===== src/rtl/vmc_pkg.sv =====
// rtl/vmc_pkg.sv - shared burst encodings, address/data word field map and FSM states
package vmc_pkg;

  localparam logic [2:0] CTI_CLASSIC = 3'b000;

  localparam logic [1:0] BTE_LINEAR = 2'b00;
  localparam logic [1:0] BTE_WRAP4  = 2'b01;
  localparam logic [1:0] BTE_WRAP8  = 2'b10;

  localparam int ADR_MSB = 35;
  localparam int ADR_LSB = 6;
  localparam int WE_BIT  = 5;
  localparam int BTE_MSB = 4;
  localparam int BTE_LSB = 3;
  localparam int CTI_MSB = 2;
  localparam int CTI_LSB = 0;
  localparam int DAT_MSB = 35;
  localparam int DAT_LSB = 4;
  localparam int SEL_MSB = 3;
  localparam int SEL_LSB = 0;

  typedef enum logic [2:0] {
    ST_IDLE = 3'd0,
    ST_ADR  = 3'd1,
    ST_CMD  = 3'd2,
    ST_WRD  = 3'd3,
    ST_WDV  = 3'd4
  } state_t;

  // Classic cycles and linear bursts move a single word.
  function automatic logic [4:0] burst_len(input logic [2:0] cti, input logic [1:0] bte);
    if (cti == CTI_CLASSIC || bte == BTE_LINEAR) return 5'd1;
    case (bte)
      BTE_WRAP4: return 5'd4;
      BTE_WRAP8: return 5'd8;
      default:   return 5'd16;
    endcase
  endfunction

endpackage


===== src/rtl/rr_arbiter.sv =====
// rtl/rr_arbiter.sv - round-robin grant searching upward from the last grant with wrap
module rr_arbiter #(
  parameter int N = 3,
  parameter int W = 2
) (
  input  logic [0:N-1] i_req,
  input  logic [W-1:0] i_last,
  output logic [0:N-1] o_gnt,
  output logic [W-1:0] o_idx,
  output logic         o_any
);

  always_comb begin
    o_gnt = '0;
    o_idx = '0;
    o_any = 1'b0;
    for (int k = 1; k <= N; k++) begin
      if (!o_any && i_req[(int'(i_last) + k) % N]) begin
        o_any = 1'b1;
        o_gnt[(int'(i_last) + k) % N] = 1'b1;
        o_idx = W'((int'(i_last) + k) % N);
      end
    end
  end

endmodule


===== src/rtl/egress_arbiter.sv =====
// rtl/egress_arbiter.sv - drains egress queues one transaction at a time into command and write-data streams
module egress_arbiter
  import vmc_pkg::*;
#(
  parameter int nr_of_wb_ports = 3,
  parameter int port_w         = 2
) (
  input  logic                      sdram_clk,
  input  logic                      sdram_rst,
  input  logic [0:nr_of_wb_ports-1] fifo_empty,
  input  logic [0:nr_of_wb_ports-1] fifo_flag,
  input  logic [35:0]               fifo_dat_i,
  output logic                      fifo_rd_adr,
  output logic                      fifo_rd_data,
  output logic [0:nr_of_wb_ports-1] fifo_re,
  output logic                      cmd_valid,
  input  logic                      cmd_ready,
  output logic                      cmd_we,
  output logic [29:0]               cmd_adr,
  output logic [1:0]                cmd_bte,
  output logic [4:0]                cmd_len,
  output logic [port_w-1:0]         cmd_port,
  output logic                      wr_valid,
  input  logic                      wr_ready,
  output logic [31:0]               wr_dat,
  output logic [3:0]                wr_sel
);

  state_t                    r_state, w_next;
  logic [port_w-1:0]         r_port, r_last;
  logic [4:0]                r_cnt;
  logic                      r_first;
  logic [31:0]               r_wr_dat;
  logic [3:0]                r_wr_sel;
  logic [0:nr_of_wb_ports-1] w_req, w_gnt, w_re;
  logic [port_w-1:0]         w_idx;
  logic                      w_any, w_rd_adr, w_rd_data;

  assign w_req = fifo_flag & ~fifo_empty;

  rr_arbiter #(.N(nr_of_wb_ports), .W(port_w)) u_rr (
    .i_req  (w_req),
    .i_last (r_last),
    .o_gnt  (w_gnt),
    .o_idx  (w_idx),
    .o_any  (w_any)
  );

  always_ff @(posedge sdram_clk or posedge sdram_rst) begin
    if (sdram_rst) r_state <= ST_IDLE;
    else           r_state <= w_next;
  end

  always_comb begin
    w_next    = r_state;
    w_re      = '0;
    w_rd_adr  = 1'b0;
    w_rd_data = 1'b0;
    case (r_state)
      ST_IDLE: if (w_any) begin
        w_re     = w_gnt;
        w_rd_adr = 1'b1;
        w_next   = ST_ADR;
      end
      ST_ADR: w_next = ST_CMD;
      ST_CMD: if (cmd_ready) w_next = cmd_we ? ST_WRD : ST_IDLE;
      ST_WRD: begin
        for (int i = 0; i < nr_of_wb_ports; i++) w_re[i] = (i == int'(r_port));
        w_rd_data = 1'b1;
        w_next    = ST_WDV;
      end
      ST_WDV: if (wr_ready) w_next = (r_cnt == 5'd1) ? ST_IDLE : ST_WRD;
      default: w_next = ST_IDLE;
    endcase
  end

  always_ff @(posedge sdram_clk or posedge sdram_rst) begin
    if (sdram_rst) begin
      cmd_adr  <= '0;
      cmd_we   <= 1'b0;
      cmd_bte  <= '0;
      cmd_len  <= '0;
      cmd_port <= '0;
      r_port   <= '0;
      r_last   <= port_w'(nr_of_wb_ports - 1);
      r_cnt    <= '0;
      r_first  <= 1'b0;
      r_wr_dat <= '0;
      r_wr_sel <= '0;
    end else begin
      case (r_state)
        ST_IDLE: if (w_any) r_port <= w_idx;
        ST_ADR: begin
          cmd_adr  <= fifo_dat_i[ADR_MSB:ADR_LSB];
          cmd_we   <= fifo_dat_i[WE_BIT];
          cmd_bte  <= fifo_dat_i[BTE_MSB:BTE_LSB];
          cmd_len  <= burst_len(fifo_dat_i[CTI_MSB:CTI_LSB], fifo_dat_i[BTE_MSB:BTE_LSB]);
          cmd_port <= r_port;
        end
        ST_CMD: if (cmd_ready) begin
          if (cmd_we) r_cnt  <= cmd_len;
          else        r_last <= r_port;
        end
        ST_WRD: r_first <= 1'b1;
        ST_WDV: begin
          if (r_first) begin
            r_wr_dat <= fifo_dat_i[DAT_MSB:DAT_LSB];
            r_wr_sel <= fifo_dat_i[SEL_MSB:SEL_LSB];
            r_first  <= 1'b0;
          end
          if (wr_ready) begin
            r_cnt <= r_cnt - 5'd1;
            if (r_cnt == 5'd1) r_last <= r_port;
          end
        end
        default: ;
      endcase
    end
  end

  // The head word is only on fifo_dat_i during the first WDV cycle; afterwards the captured copy is shown.
  assign wr_dat       = r_first ? fifo_dat_i[DAT_MSB:DAT_LSB] : r_wr_dat;
  assign wr_sel       = r_first ? fifo_dat_i[SEL_MSB:SEL_LSB] : r_wr_sel;
  assign wr_valid     = (r_state == ST_WDV);
  assign cmd_valid    = (r_state == ST_CMD);
  assign fifo_re      = sdram_rst ? '0 : w_re;
  assign fifo_rd_adr  = sdram_rst ? 1'b0 : w_rd_adr;
  assign fifo_rd_data = sdram_rst ? 1'b0 : w_rd_data;

endmodule


===== config.mk =====
export PLATFORM = sky130hd
export DESIGN_NAME = egress_arbiter
export DESIGN_NICKNAME = d
export VERILOG_FILES = /design/src/rtl/vmc_pkg.sv /design/src/rtl/rr_arbiter.sv /design/src/rtl/egress_arbiter.sv
export SDC_FILE = /design/constraint.sdc
export NUM_CORES = 1
export LEC_CHECK = 0
export CELL_PAD_IN_SITES_DETAIL_PLACEMENT = 1
export CELL_PAD_IN_SITES_GLOBAL_PLACEMENT = 2
export CORE_MARGIN = 2
export CORE_UTILIZATION = 28
export DETAILED_ROUTE_END_ITERATION = 7
export GPL_TIMING_DRIVEN = 0
export PLACE_DENSITY_LB_ADDON = 0.12
export RECOVER_POWER = 100
export SLEW_MARGIN = 20
export SYNTH_ARGS = -nofsm -noshare
export SYNTH_HDL_FRONTEND = slang
export SYNTH_SLANG_ARGS = --single-unit

===== constraint.sdc =====
create_clock -name sdram_clk -period 3.8 [get_ports sdram_clk]
set_clock_uncertainty 0.15 [all_clocks]
set_input_delay 0.76 -clock sdram_clk [delete_from_list [all_inputs] [get_ports sdram_clk]]
set_output_delay 0.76 -clock sdram_clk [all_outputs]
set_load 0.01 [all_outputs]

==> impl_metrics.tcl, run 1 <==
set metrics [dict create \
    nets 681 \
    max_freq_mhz 270 \
    peakVddDrop_mv 0.294 \
    cp.required_ns 2.89 \
    grt_pass1_vias 4137 \
    final_cell_mix "nand2_1, dfrtp_1, clkdlybuf4s50_1, dlygate4sd3_1, mux2_2" \
    timing.slew.headroom_pct -30.7 \
    core_sq_um 15200 \
    yosys_most_used_dff "dfrtp_1" \
    worst_pin_slew_ns 1.95 \
    path_cells "clkdlybuf4s50_1 -> nand2b_2 -> o2bb2ai_1 -> o31a_1 -> o31ai_4 -> nor2_1 -> clkdlybuf4s50_1" \
    worst_path_largest_cell_delay_ns 0.49 \
    crit_start "fifo_empty[2]" \
    gr-total-overflow 0 \
    first_pass_iters 4 \
    antenna_cells 0 \
    post-place-ws_ns -0.181 \
    cts-htree-levels 3 \
    dr_total_vias 3817 \
    clk_path_buf_depth 2 \
    synthArstFlopShare_pct 100 \
    hold_buffers 0 \
    ant_nets 0 \
    cts_tree "done" \
    total_power_mw 5.38 \
    holdPathEnd "cmd_adr[24]$_DFFE_PP0P_" \
    final_common_cell "nand2_1" \
    antenna_found_initial 0 \
    grt_pass1_wl_um 22200 \
    crit_fanout 5 \
    rr_worst_depth 7 \
    clkLatencyLatePin_ns 0.34 \
    ys_warn_count 0 \
    rows 45 \
    cts_made_buffers 9 \
    setup_viol 0 \
    slew_viol_final 39 \
    fin_crit_ns 3.70 \
    syn_area_per_cell_sq_um 8.93 \
    end_kind "output port" \
    floorplan.initialDensity_pct 28.6 \
    cpMostUsedCell "clkdlybuf4s50_1" \
    hold_viol 0 \
    place.gp.congestion 0.760 \
    route.detailed.wl_per_inst_um 16.2 \
    io_buffers 127 \
    grt_usage_pct 17.3 \
    synthesis.nets 542 \
    wl_um 13300 \
    yosysUniqueCellTypes 48 \
    drc 0 \
    drtIter0Drc 142 \
    min-delay-start "cmd_adr[24]$_DFFE_PP0P_" \
    fin_area_sq_um 6220 \
    start_kind "input port" \
    die_w_um 129 \
    die-area_sq_um 16500 \
    clkTransAtPathRegs_ns 0.06 \
    clock_sinks 88 \
    grt_setup_unrepaired "yes" \
    synth-edff-count 0 \
    drv_cap 1 \
    p_leak_nw 2.92 \
    hold_depth 2 \
    r2r_start "r_state[1]$_DFFE_PP0P_" \
    drive_above_1_share_pct 9.19 \
    hold-worst-slack_ns 0.316 \
    grt_max_degree 51 \
    nFillCells 1746 \
    vias_per_cell 4.66 \
    syn_to_final_growth_pct 43.0 \
    syn_inst 487 \
    die_h_um 129 \
    violations "capacitance limit, slew limit" \
    fin_crit_sh_pct 97.3 \
    cpMaxStageDelayCell "clkdlybuf4s50_1" \
    status "complete, but fails checks" \
    placed_cell_area_sq_um 5890 \
    finalWorstSetupSlack_ns 0.103 \
    min_path_type "register to register" \
    synth-seq-cells 88 \
    arrival_ns 2.79 \
    root_buffer "clkbuf_16" \
    r2r_slack_ns 1.30 \
    final_util_pct 40.9 \
    reg2reg_to "r_cnt[3]$_DFFE_PP0P_" \
    ys_seq_area_share_pct 50.7 \
    io_pins 129 \
    power_density_nw_per_um2 865 \
    syn_area_sq_um 4350 \
    worstSetupPathType "input port to output port" \
    hpwlAfterDp_um 9720 \
]
-- critical path: cells and delay by family --
family / cells / cell delay [ns]
AOI/OAI and AO/OA: 3 / 0.77
buffers and inverters: 2 / 0.98
and+or+nand+nor: 2 / 0.27
-- logic make-up after synthesis --
family          count (synthesis)  share of synthesized area [%]
simple gates                  255                           24.1
compound gates                 51                           8.12
flops                          88                           50.7
fa+ha+maj                       9                           2.59
xor+xnor                        1                          0.201
mux                            40                           10.2
other cells                     1                         0.0862
buf+inv                        42                           3.97
-- report_power, final --
| part | switching [mW] | internal [mW] |
|---|---|---|
| combinational | 1.46 | 1.28 |
| clock | 0.376 | 0.593 |
| sequential | 0.270 | 1.40 |
-- Yosys cell counts (4+ instances only) --
cell / count / area share (%)
mux2i_1: 4 / 0.92
nor4bb_1: 4 / 0.92
o21ai_0: 16 / 1.8
inv_1: 14 / 1.2
clkbuf_1: 18 / 1.6
dfrtp_1: 87 / 50
ha_1: 9 / 2.6
nor2_1: 11 / 0.95
buf_2: 8 / 0.92
nor3_1: 8 / 0.92
nand2_1: 215 / 19
a21oi_1: 9 / 1.0
mux2_2: 36 / 9.3
-- layout make-up --
cell class                      count  area (sq um)  share of cell area, %
Buffer                             26           109                   1.75
Tap cell                          188           235                   3.78
Sequential cell                    88          2200                   35.4
Multi-Input combinational cell    357          1990                   32.0
Inverter                           15          58.8                  0.946
Clock buffer                       11           243                   3.90
Timing Repair Buffer              129          1300                   20.9
Clock inverter                      5          80.1                   1.29
-- layer usage --
metal  part of all wire (%)  wire (um)  global-route usage, %
met1                     46       6090                   22.5
met2                     48       6350                   27.8
met3                    5.6        749                   5.36
met4                   0.76        101                   4.80
met5                      0          0                      0
-- per-stage QoR --
step	std cells	TNS, ns
6_report	819	0
3_3_place_gp	802	-102.48
4_1_cts	819	0
2_1_floorplan	487	0
5_1_grt	819	-0.00313
3_5_place_dp	803	-0.408
-- worst max path at each step --
stage,to,slack (ns),cells past startpoint
2_1_floorplan,cmd_adr[0]$_DFFE_PP0P_,0.61,1
3_3_place_gp,cmd_adr[7]$_DFFE_PP0P_,-1.18,2
3_5_place_dp,fifo_re[1],-0.18,7
4_1_cts,fifo_rd_adr,0.11,7
5_1_grt,fifo_rd_adr,-0.003,9
6_report,fifo_rd_adr,0.10,7
-- state kept, by name, indices dropped and copies added (netlist names) --
name      flops
r_port        2
cmd_bte       2
cmd_port      2
cmd_we        1
r_wr_sel      4
r_cnt         5
r_last        2
r_wr_dat     32
r_first       1
cmd_len       4
r_state       3
cmd_adr      30
-- what timing repair did --
action | 4_1_cts | 5_1_grt
setup endpoints to repair | 4 | 1
resized for setup | 8 | 0
setup buffers | 1 | 0
pin swaps | 3 | 0
(Power assumes the default switching activity.)
==> inputs of run 2 (changes only) <==
- CELL_PAD_IN_SITES_DETAIL_PLACEMENT: 1 -> unset
- CELL_PAD_IN_SITES_GLOBAL_PLACEMENT: 2 -> unset
- CORE_UTILIZATION: 28 -> 48
==> run 2 against run 1 <==
Against the previous run: the flow now finishes without violations; worst setup slack improved by 0.028 ns; highest routed layer unchanged; critical path depth did not move; hold slack improved by 0.0093 ns; sequential share of layout area rose by 1.5 points; cell count fell by 9.4%; die area fell by 41%; core utilization rose by 27 points; flip-flop and latch count did not move; largest power group unchanged; non-clock buffer count rose by 2; global-route usage rose by 5.7 points; first-iteration DRC count rose by 4.9%.
==> impl_metrics.tcl, run 2 (synthesis results as in run 1) <==
set metrics [dict create \
    seq_area_sq_um 2200 \
    core_sq_um 8760 \
    hold_viol 0 \
    cts-htree-levels 3 \
    die-area_sq_um 9840 \
    cp.required_ns 2.89 \
    worst_pin_slew_ns 1.43 \
    grt_usage_pct 23.0 \
    io_pins 129 \
    clock_sinks 88 \
    finalWorstSetupSlack_ns 0.130 \
    clkTransAtPathRegs_ns 0.10 \
    wl_um 11000 \
    slew_viol_final 0 \
    clk_path_buf_depth 2 \
    hpwlAfterDp_um 8120 \
    drtIter0Drc 149 \
    drc 0 \
    timing.slew.headroom_pct 4.06 \
    cts_tree "done" \
    grt_util_met2_pct 37.1 \
    first_pass_iters 4 \
    die_h_um 99.2 \
    io_buffers 127 \
    grt_pass1_vias 3770 \
    ant_nets 0 \
    fin_crit_sh_pct 96.6 \
    grt_max_degree 58 \
    route.detailed.wl_per_inst_um 14.8 \
    grt_use_met1_pct 30.9 \
    reg.largest.list "r_wr_dat (32), cmd_adr (30), r_cnt (5)" \
    final_common_cell "nand2_1" \
    root_buffer "clkbuf_8" \
    largest_reg_flops 32 \
    grt_pass1_wl_um 18200 \
    met3_usage_pct 5.55 \
    status "finished clean" \
    final_cell_mix "nand2_1, dfrtp_1, clkdlybuf4s50_1" \
    worstSetupPathType "input port to output port" \
    place.gp.congestion 0.858 \
    vias_per_cell 5.17 \
    gr-total-overflow 0 \
    setup_viol 0 \
    dr_total_vias 3837 \
    multi_input_area_sq_um 1970 \
    min_path_type "register to register" \
    drive_above_1_share_pct 6.95 \
    max_freq_mhz 272 \
    antenna_found_initial 1 \
    largest-register "r_wr_dat" \
    start_kind "input port" \
    nFillCells 724 \
    floorplan.initialDensity_pct 49.6 \
    syn_to_final_growth_pct 37.2 \
    grt-busiest-layer "met2" \
    die_w_um 99.2 \
    p_leak_nw 2.84 \
    crit_fanout 3 \
    cts_made_buffers 9 \
    arrival_ns 2.76 \
    nets 683 \
    final_util_pct 68.1 \
    rows 34 \
    drv_cap 0 \
    end_kind "output port" \
    post-place-ws_ns -0.183 \
    power_density_nw_per_um2 838 \
    peakVddDrop_mv 0.373 \
    fin_crit_ns 3.67 \
    clkLatencyLatePin_ns 0.35 \
    hold_buffers 0 \
]
run 2: stage by stage:
stage	cell area, sq um	instances	hold slack [ns]	power, mW	TNS (ns)
after CTS	6010	740	0.333	5.21	0
after global placement	5750	722	0.303	4.40	-77.78
after global routing	5970	742	0.346	5.38	-0.0507
final	5970	742	0.325	5.00	0
after floorplan	4350	487	0.292	3.22	0
after detailed placement	5780	723	0.310	4.50	-0.405
run 2: area by class of cell:
class	instances	share of cell area, %
multi-input combinational	357	33.0
tap	108	2.26
timing repair buffer	130	21.4
antenna	1	0.0419
clock inverter	5	1.07
clock buffer	11	2.37
inverter	15	0.986
sequential	88	36.9
buffer	27	1.87
run 2: power breakdown:
group          switching (mW)  internal, mW
sequential              0.263          1.40
combinational            1.39          1.27
clock                   0.340         0.328
total                    2.00          3.00
run 2: timing repair:
action | in CTS | in global routing
resized for setup | 7 | 1
buffers inserted | 1 | 1
endpoints found under the setup margin | 4 | 1
pin swaps | 2 | 0
endpoints found under the hold margin | 0 | 0
run 2: worst paths after layout:
kind	start	to	slack [ns]	cells past startpoint
setup / recovery	fifo_empty[0]	fifo_re[1]	0.13	7
hold / removal	r_wr_dat[14]$_DFFE_PP0P_	r_wr_dat[14]$_DFFE_PP0P_	0.32	2
setup reg to reg	r_last[1]$_DFFE_PP1P_	r_port[1]$_DFFE_PP0P_	1.37	9
hold reg to reg	r_wr_dat[14]$_DFFE_PP0P_	r_wr_dat[14]$_DFFE_PP0P_	0.32	2
max in group asynchronous	sdram_rst	cmd_adr[28]$_DFFE_PP0P_	0.50	3
min in group asynchronous	sdram_rst	r_wr_dat[18]$_DFFE_PP0P_	1.05	2
run 2: metal layers:
metal  vias up  share of wire [%]
met5         -                  0
met2        98                 48
met4         0                1.4
met3        11                6.4
li1       1874                  -
met1      1854                 44
run 2: critical path: stages:
cell,delay (ns)
clkdlybuf4s50_1,0.51
nand2b_1,0.17
a21oi_1,0.08
o31ai_1,0.45
a22oi_1,0.21
o32ai_1,0.29
dlygate4sd2_1,0.30
